$ cat config.mk
export PLATFORM = sky130hd
export DESIGN_NAME = bin2bcd_ctrl
export DESIGN_NICKNAME = d
export VERILOG_FILES = /design/src/rtl/bin2bcd_pkg.sv /design/src/rtl/bin2bcd_shreg.sv /design/src/rtl/bin2bcd_ctrl.sv
export SDC_FILE = /design/constraint.sdc
export NUM_CORES = 1
export LEC_CHECK = 0
export BUFFER_PORTS_ARGS = -buffer_cell sky130_fd_sc_hd__clkbuf_2
export CELL_PAD_IN_SITES_DETAIL_PLACEMENT = 0
export CELL_PAD_IN_SITES_GLOBAL_PLACEMENT = 1
export CORE_MARGIN = 3
export CORE_UTILIZATION = 40
export CTS_CLUSTER_DIAMETER = 50
export DETAILED_ROUTE_END_ITERATION = 6
export PLACE_DENSITY = 0.89
export SYNTH_ARGS = -nofsm -noshare
export SYNTH_HDL_FRONTEND = slang
export SYNTH_HIERARCHICAL = 1
export SYNTH_SLANG_ARGS = --single-unit
$ cat constraint.sdc
create_clock -name clk -period 2 [get_ports clk]
set_input_delay 0.4 -clock clk [delete_from_list [all_inputs] [get_ports clk]]
set_output_delay 0.4 -clock clk [all_outputs]
set_load 0.02 [all_outputs]
$ cat src/rtl/bin2bcd_pkg.sv
// Shared definitions for the binary-to-BCD sequencing stage and the digit-chain
// instantiation that sits downstream of it.
package bin2bcd_pkg;

  localparam int BIN_W_DEF  = 16;
  localparam int DIGITS_DEF = 5;

  typedef enum logic [1:0] {
    ST_IDLE    = 2'b00,
    ST_SHIFT   = 2'b01,
    ST_CAPTURE = 2'b10
  } state_e;

endpackage

$ cat src/rtl/bin2bcd_shreg.sv
// Parallel-load, MSB-out left shifter feeding the serial input of the digit chain.
// Zeros fill from the LSB, so an exhausted register presents ser_out = 0.
module bin2bcd_shreg #(
  parameter int W = 16
) (
  input  logic         clk,
  input  logic         rst_n,
  input  logic         load,
  input  logic         shift,
  input  logic [W-1:0] din,
  output logic         msb
);

  logic [W-1:0] shreg_r;

  // Load has priority over shift; otherwise the register holds.
  always_ff @(posedge clk or negedge rst_n) begin
    if (!rst_n) begin
      shreg_r <= '0;
    end else if (load) begin
      shreg_r <= din;
    end else if (shift) begin
      shreg_r <= {shreg_r[W-2:0], 1'b0};
    end else begin
      shreg_r <= shreg_r;
    end
  end

  assign msb = shreg_r[W-1];

endmodule

$ cat src/rtl/bin2bcd_ctrl.sv
// Sequencer for the BCD digit chain: sign/magnitude split, MSB-first streaming
// with done held low for BIN_W cycles, then capture of the chain result.
module bin2bcd_ctrl
  import bin2bcd_pkg::*;
#(
  parameter int BIN_W  = BIN_W_DEF,
  parameter int DIGITS = DIGITS_DEF,
  parameter bit SIGNED = 1'b1
) (
  input  logic                  clk,
  input  logic                  rst_n,
  input  logic                  start,
  input  logic [BIN_W-1:0]      bin_in,
  output logic                  ser_out,
  output logic                  done,
  input  logic [4*DIGITS-1:0]   bcd_in,
  output logic                  busy,
  output logic [4*DIGITS-1:0]   bcd_out,
  output logic                  neg,
  output logic                  valid
);

  localparam int                CNT_W    = $clog2(BIN_W + 1);
  localparam logic [CNT_W-1:0]  CNT_ONE  = CNT_W'(1);
  localparam logic [CNT_W-1:0]  CNT_LAST = CNT_W'(BIN_W - 1);
  localparam logic [BIN_W-1:0]  MAG_ONE  = BIN_W'(1);

  state_e                state_r;
  state_e                next_state_s;
  logic [CNT_W-1:0]      cnt_r;
  logic                  neg_pending_r;
  logic [4*DIGITS-1:0]   bcd_out_r;
  logic                  neg_r;
  logic                  valid_r;
  logic                  done_r;
  logic                  busy_r;

  logic                  sign_s;
  logic [BIN_W-1:0]      mag_s;
  logic                  load_s;
  logic                  shift_s;
  logic                  capture_s;
  logic                  done_nxt_s;
  logic                  busy_nxt_s;

  // Two's-complement negate wraps 0x8000 onto itself, which read unsigned is 32768.
  assign sign_s = SIGNED && bin_in[BIN_W-1];
  assign mag_s  = sign_s ? (~bin_in + MAG_ONE) : bin_in;

  // State register.
  always_ff @(posedge clk or negedge rst_n) begin
    if (!rst_n) begin
      state_r <= ST_IDLE;
    end else begin
      state_r <= next_state_s;
    end
  end

  // Next-state logic; start is only looked at in IDLE.
  always_comb begin
    next_state_s = state_r;
    case (state_r)
      ST_IDLE: begin
        if (start) begin
          next_state_s = ST_SHIFT;
        end else begin
          next_state_s = ST_IDLE;
        end
      end
      ST_SHIFT: begin
        if (cnt_r == CNT_LAST) begin
          next_state_s = ST_CAPTURE;
        end else begin
          next_state_s = ST_SHIFT;
        end
      end
      ST_CAPTURE: next_state_s = ST_IDLE;
      default:    next_state_s = ST_IDLE;
    endcase
  end

  // Output/control decode; done and busy are registered from the next state.
  always_comb begin
    load_s     = 1'b0;
    shift_s    = 1'b0;
    capture_s  = 1'b0;
    done_nxt_s = (next_state_s != ST_SHIFT);
    busy_nxt_s = (next_state_s != ST_IDLE);
    case (state_r)
      ST_IDLE:    load_s    = start;
      ST_SHIFT:   shift_s   = 1'b1;
      ST_CAPTURE: capture_s = 1'b1;
      default: begin
        load_s    = 1'b0;
        shift_s   = 1'b0;
        capture_s = 1'b0;
      end
    endcase
  end

  // Bit counter and pending sign captured with the magnitude.
  always_ff @(posedge clk or negedge rst_n) begin
    if (!rst_n) begin
      cnt_r         <= '0;
      neg_pending_r <= 1'b0;
    end else if (load_s) begin
      cnt_r         <= '0;
      neg_pending_r <= sign_s;
    end else if (shift_s) begin
      cnt_r         <= cnt_r + CNT_ONE;
      neg_pending_r <= neg_pending_r;
    end else begin
      cnt_r         <= cnt_r;
      neg_pending_r <= neg_pending_r;
    end
  end

  // Registered outputs: chain control, busy flag, result register and valid pulse.
  always_ff @(posedge clk or negedge rst_n) begin
    if (!rst_n) begin
      done_r    <= 1'b1;
      busy_r    <= 1'b0;
      valid_r   <= 1'b0;
      bcd_out_r <= '0;
      neg_r     <= 1'b0;
    end else begin
      done_r  <= done_nxt_s;
      busy_r  <= busy_nxt_s;
      valid_r <= capture_s;
      if (capture_s) begin
        bcd_out_r <= bcd_in;
        neg_r     <= neg_pending_r;
      end else begin
        bcd_out_r <= bcd_out_r;
        neg_r     <= neg_r;
      end
    end
  end

  bin2bcd_shreg #(
    .W (BIN_W)
  ) u_shreg (
    .clk   (clk),
    .rst_n (rst_n),
    .load  (load_s),
    .shift (shift_s),
    .din   (mag_s),
    .msb   (ser_out)
  );

  assign done    = done_r;
  assign busy    = busy_r;
  assign valid   = valid_r;
  assign bcd_out = bcd_out_r;
  assign neg     = neg_r;

endmodule

# Word-level counts from Yosys, hierarchy flattened

Index checks and enable logic that the tools add are counted.

Logic and storage cells: 30
Flip-flop bits (word level): 48
Output and inout port bits: 25
Input port bits: 39

Muxes and demuxes: 11
Bitwise gates (word level): 1
Reduce and logical (&&, ||, !) cells: 3
Eq/ne operators: 4
Add/subtract/negate cells: 2

Operators with widths:

| operator                                            | count |
|---|---|
| two-way mux 16 bit                                  | 3 |
| adder 16 x 1 -> 16 bit, second input constant       | 1 |
| NOT 16 bit                                          | 1 |
| two-way mux 5 bit                                   | 2 |
| adder 5 x 1 -> 5 bit, second input constant         | 1 |
| equality test 5 x 4 -> 1 bit, second input constant | 1 |
| two-way mux 1 bit                                   | 4 |
| one-hot mux 2 bit (2 select lines)                  | 1 |
| nonzero test 2 bit                                  | 2 |
| equality test 2 x 1 -> 1 bit, second input constant | 1 |
| equality test 2 bit, second input constant          | 1 |
| logical NOT 2 bit                                   | 1 |
| two-way mux 2 bit                                   | 1 |
| != test 2 x 1 -> 1 bit, second input constant       | 1 |

# Depth between registers and ports, before layout

Depth after elaboration: 4
Gate-level depth with buffers: 8
Depth with buffers taken out: 7

# Cells and area by module

The synthesis kept the hierarchy.

By module, submodules not included:

| module        | sequential area each (um^2) | cells each | times used | area an instance (um^2) |
|---|---|---|---|---|
| bin2bcd_ctrl  | 802.0                       | 125        | 1          | 1552.7 |
| bin2bcd_shreg | 400.4                       | 69         | 1          | 742.0 |

# Least setup slack after synthesis

OpenSTA, ideal clock, no wires.

Path kind: input to register
From: input bin_in[1]
To: register u_shreg.shreg_r[12]
Required time: 1.924 ns
Arrival: 1.786 ns
Path buffers: 1
Setup time: 0.076 ns
Cell stages on the path: 8
Slack: 0.138 ns
Path through: inv_1 ha_1 or3b_2 clkbuf_1 o41ai_1 xnor2_1 nand2_1 o21ai_1

Word-level cells in the longest chain between the ends: 4

Ends and longest elaborated chain:

| what                   | RTL line            | RTL |
|---|---|---|
| start: declaration     | bin2bcd_ctrl.sv:13  | `input logic [BIN_W-1:0] bin_in,` |
| NOT 16 bit             | bin2bcd_ctrl.sv:48  | `assign mag_s = sign_s ? (~bin_in + MAG_ONE) : bin_in;` |
| adder 16 x 1 -> 16 bit | bin2bcd_ctrl.sv:48  |  |
| two-way mux 16 bit     | bin2bcd_ctrl.sv:48  |  |
| via mag_s[12]          | bin2bcd_ctrl.sv:39  | `logic [BIN_W-1:0] mag_s;` |
| two-way mux 16 bit     | bin2bcd_shreg.sv:20 | `end else if (load) begin` |
| end signal: assignment | bin2bcd_shreg.sv:21 | `shreg_r <= din;` |
| end signal: assignment | bin2bcd_shreg.sv:23 | `shreg_r <= {shreg_r[W-2:0], 1'b0};` |
| end signal: assignment | bin2bcd_shreg.sv:25 | `shreg_r <= shreg_r;` |
| end: declaration       | bin2bcd_shreg.sv:14 | `logic [W-1:0] shreg_r;` |

The timed path passes the listed nets, and every way through them passes these cells.
A chain may end at the register's enable or synchronous reset.

# Final worst setup path

Ends and elaborated chain as after synthesis.

==> qor.txt <==
period utilisation layout - 85.9%
maximum number of pins on one net before global-route repair - 25
critical path required time - 2210 ps
std cell rows - 26
per-cell routed wire length - 11.9 um
global placement routability congestion - 0.806
Slew Limit Fails - 0
syn nets - 236
die height - 81.7 um
Power per Cell Area - 1280 nW/um^2
setup repair bufs after CTS - 0
Worst path max stage delay - 520 ps
maximum operating frequency - 0.582 GHz
count of input and output buffers - 63
mean post-synth cell area - 11.8 sq um
hold slack final - 339 ps
last element of the critical path - u_shreg/shreg_r[12]$_DFFE_PN0P_
clock-pin slew reported for the worst setup and hold paths after clock tree synthesis - 80 ps
run status - completed
Startpoint Class - input port
first-pass GRT wire length - 6700 um
count of final setup violators - 0
Seq cells post-synth - 48
critical path class - in -> reg
worst path cell trace - clkbuf_2, inv_1, ha_1, or3b_2, o41ai_1, xnor2_1, nand2_1, o21ai_1
Hold Vio Cnt, Final - 0
Worst VDD drop - 493 uV
Gates resized, CTS repair - 0
maximum capacitance violations - 0
area inside the core boundary - 5340 sq um
overall routing resource usage - 12.9%
area of all sequential standard cells - 1200 sq um
cell count after synthesis - 194
initial antenna violation count - 0
R2R Path End - u_shreg/shreg_r[0]$_DFFE_PN0P_
post-route standard cell area excluding fillers - 2820 sq um
maximum fanout encountered on the critical timing path - 6
kind of capture point of the worst setup path - flop
number of ports placed on the die boundary - 64
LEAKAGE - 1.47 nW
post-route clock skew - 3.72 ps
cell family with most CP delay - simple AND/OR/NAND/NOR gates
core utilization of the finished layout - 52.9%
first-iteration detailed-routing DRC count - 43
final critical path time including I/O delays and setup - 1720 ps
via count of the first global-routing pass - 1500
Post-DP Area - 2710 sq um
Detailed Route WL - 3970 um
reg-to-reg slack, setup - 510 ps
filler cell count in the final layout - 498
critical path startpoint - bin_in[1]
width of the chip - 81.7 um
clock tree root driver cell - sky130_fd_sc_hd__clkbuf_8
worst setup timing slack at the placement stage - -34.7 ps
htree depth - 2
biggest area consumer among synthesized cells - sky130_fd_sc_hd__dfrtp_1
sequential cell area fraction in the yosys report - 52.4%
Num Clock Sinks - 48
master of the slowest instance on the critical path - sky130_fd_sc_hd__or3b_2
setup repair after global routing missed its margin - false
placed wire-length estimate - 3160 um
count of yosys warnings during synthesis - 6
worst skew pair latency - 290 ps
final setup margin - 282 ps
TritonCTS clock tree - built
Final #Nets - 304
post-route ant nets - 0
Slew HR - 74.8%
Hold/Removal Path Class - in -> reg
sum of negative setup slack - 0 ps
Syn Std Cell Area - 2290 sq um
Antenna Diode Count - 0
depth of the critical timing path with buffers and inverters included - 8
maximum clock insertion buffer count - 2
share of final-layout standard cells stronger than drive strength 1 - 41.8%
number of DRC violations after detailed routing - 0
clock buffers created by TritonCTS - 5
depth of the worst register-to-register path - 5
via density per instance - 4.89
share of the synthesized area in the top cell type - 51.3%
dominant cells by area after synthesis - sky130_fd_sc_hd__dfrtp_1 51%, sky130_fd_sc_hd__mux2_2 11%, sky130_fd_sc_hd__mux2i_1 7.0%
area of the die - 6680 sq um
Buf/Inv on CP - 2
area delta synth->final - 23.0%
starting density of the core - 43.0%
Worst R2R Start - state_r[0]$_DFF_PN0_
total number of vias - 1627
unique cell type count in the Yosys netlist - 36
Pre-antenna DRT Iters - 4
hold_buf cts - 1
crit path DAT - 1930 ps
area of the multi-input gates - 1000 sq um
remaining global-route overflow - 0
transition time at the pin with the least slew margin - 373 ps
-- cell usage after synthesis, drive strengths merged --
cell type / n
nand4: 1
or2: 1
a21oi: 1
mux2: 22
or3b: 2
and2: 1
nor3b: 1
o31ai: 5
o21ai: 21
a22o: 1
clkbuf: 7
dfstp: 1
o21bai: 1
nand3b: 1
xnor2: 13
inv: 7
dfrtp: 47
or4: 4
mux2i: 16
or3: 3
o41ai: 4
o22ai: 1
nand3: 1
ha: 3
and3: 1
nand2: 20
nor2b: 1
buf: 4
nand2b: 3
-- layout by cell type, fill, tap and decap left out, types with 3 or more instances in the layout --
master                     synthesis  final
sky130_fd_sc_hd__clkbuf_2          0     63
sky130_fd_sc_hd__dfrtp_1          47     47
sky130_fd_sc_hd__mux2_2           22     22
sky130_fd_sc_hd__nand2_1          20     20
sky130_fd_sc_hd__mux2i_1          16     16
sky130_fd_sc_hd__xnor2_1          13     13
sky130_fd_sc_hd__o21ai_0          12     12
sky130_fd_sc_hd__o21ai_1           9      9
sky130_fd_sc_hd__inv_1             7      7
sky130_fd_sc_hd__buf_4             0      7
sky130_fd_sc_hd__o31ai_1           5      5
sky130_fd_sc_hd__clkbuf_8          0      5
sky130_fd_sc_hd__o41ai_1           4      4
sky130_fd_sc_hd__nand2b_1          3      3
sky130_fd_sc_hd__or4_4             3      3
sky130_fd_sc_hd__ha_1              3      3
-- state kept, by name, summed over array words and instances, names as in the netlist --
name,flops
neg,1
bcd_out,20
u_shreg/shreg_r,16
done,1
busy,1
valid,1
state_r,2
neg_pending_r,1
cnt_r,5
-- cell type report --
type / instances / share of cell area [%]
clock inverters: 2 / 1.24
well taps: 70 / 3.10
inverters: 7 / 0.931
clock buffers: 6 / 2.57
flip-flops and latches: 48 / 42.6
repair buffers: 72 / 14.1
multi-input cells: 128 / 35.5
-- metrics by stage --
stage	instances	power, mW
global route	333	3.89
global placement	324	2.95
detailed placement	324	2.99
CTS	333	3.66
floorplan	194	2.60
finish	333	3.60
-- where the power goes --
part / switching (mW) / internal, mW / leakage (nW)
clock: 0.286 / 0.371 / 0.0552
sequential: 0.199 / 1.36 / 0.633
combinational: 0.763 / 0.619 / 0.784
total: 1.25 / 2.35 / 1.47
-- worst min path at each step --
stage / start / end / slack [ps] / cells after the start
after floorplan: rst_n / bcd_out[0]$_DFFE_PN0P_ / 100 / 0
after global placement: rst_n / u_shreg/shreg_r[9]$_DFFE_PN0P_ / 290 / 1
after detailed placement: rst_n / u_shreg/shreg_r[9]$_DFFE_PN0P_ / 280 / 1
after CTS: bcd_in[12] / bcd_out[12]$_DFFE_PN0P_ / 330 / 2
after global routing: bcd_in[12] / bcd_out[12]$_DFFE_PN0P_ / 330 / 2
final: bcd_in[17] / bcd_out[17]$_DFFE_PN0P_ / 340 / 2
-- layer usage --
layer  part of all wire (%)  up-vias  global-route usage (%)  routed length (um)
met5                      0        -                       0                   0
met4                    1.0        0                    4.49                  40
met3                    9.0        4                    3.29                 359
met2                     42       64                    20.0                1670
met1                     48      740                    17.6                1900
li1                       -      819                       -                   -
-- kinds of logic (layout without fill, tap and decap cells) --
kind of cell               count (synthesis)  after routing  synth area share [%]
DFF                                       48             48                  52.4
and+or+nand+nor                           40             40                  10.2
muxes                                     38             38                  17.8
AOI/OAI and AO/OA                         34             34                  8.94
buffers and inverters                     18             87                  4.09
xor gates and xnor gates                  13             13                  4.96
adders and majority gates                  3              3                  1.64
-- worst reg2reg max path: cells and delay by family (launching register included) --
kind                   cells  cell delay [ps]
flip-flops                 1              430
buffers and inverters      2              290
AO/OA/AOI/OAI              1               70
AND/OR/NAND/NOR            2              580
Power figures use the tool's default switching activity.
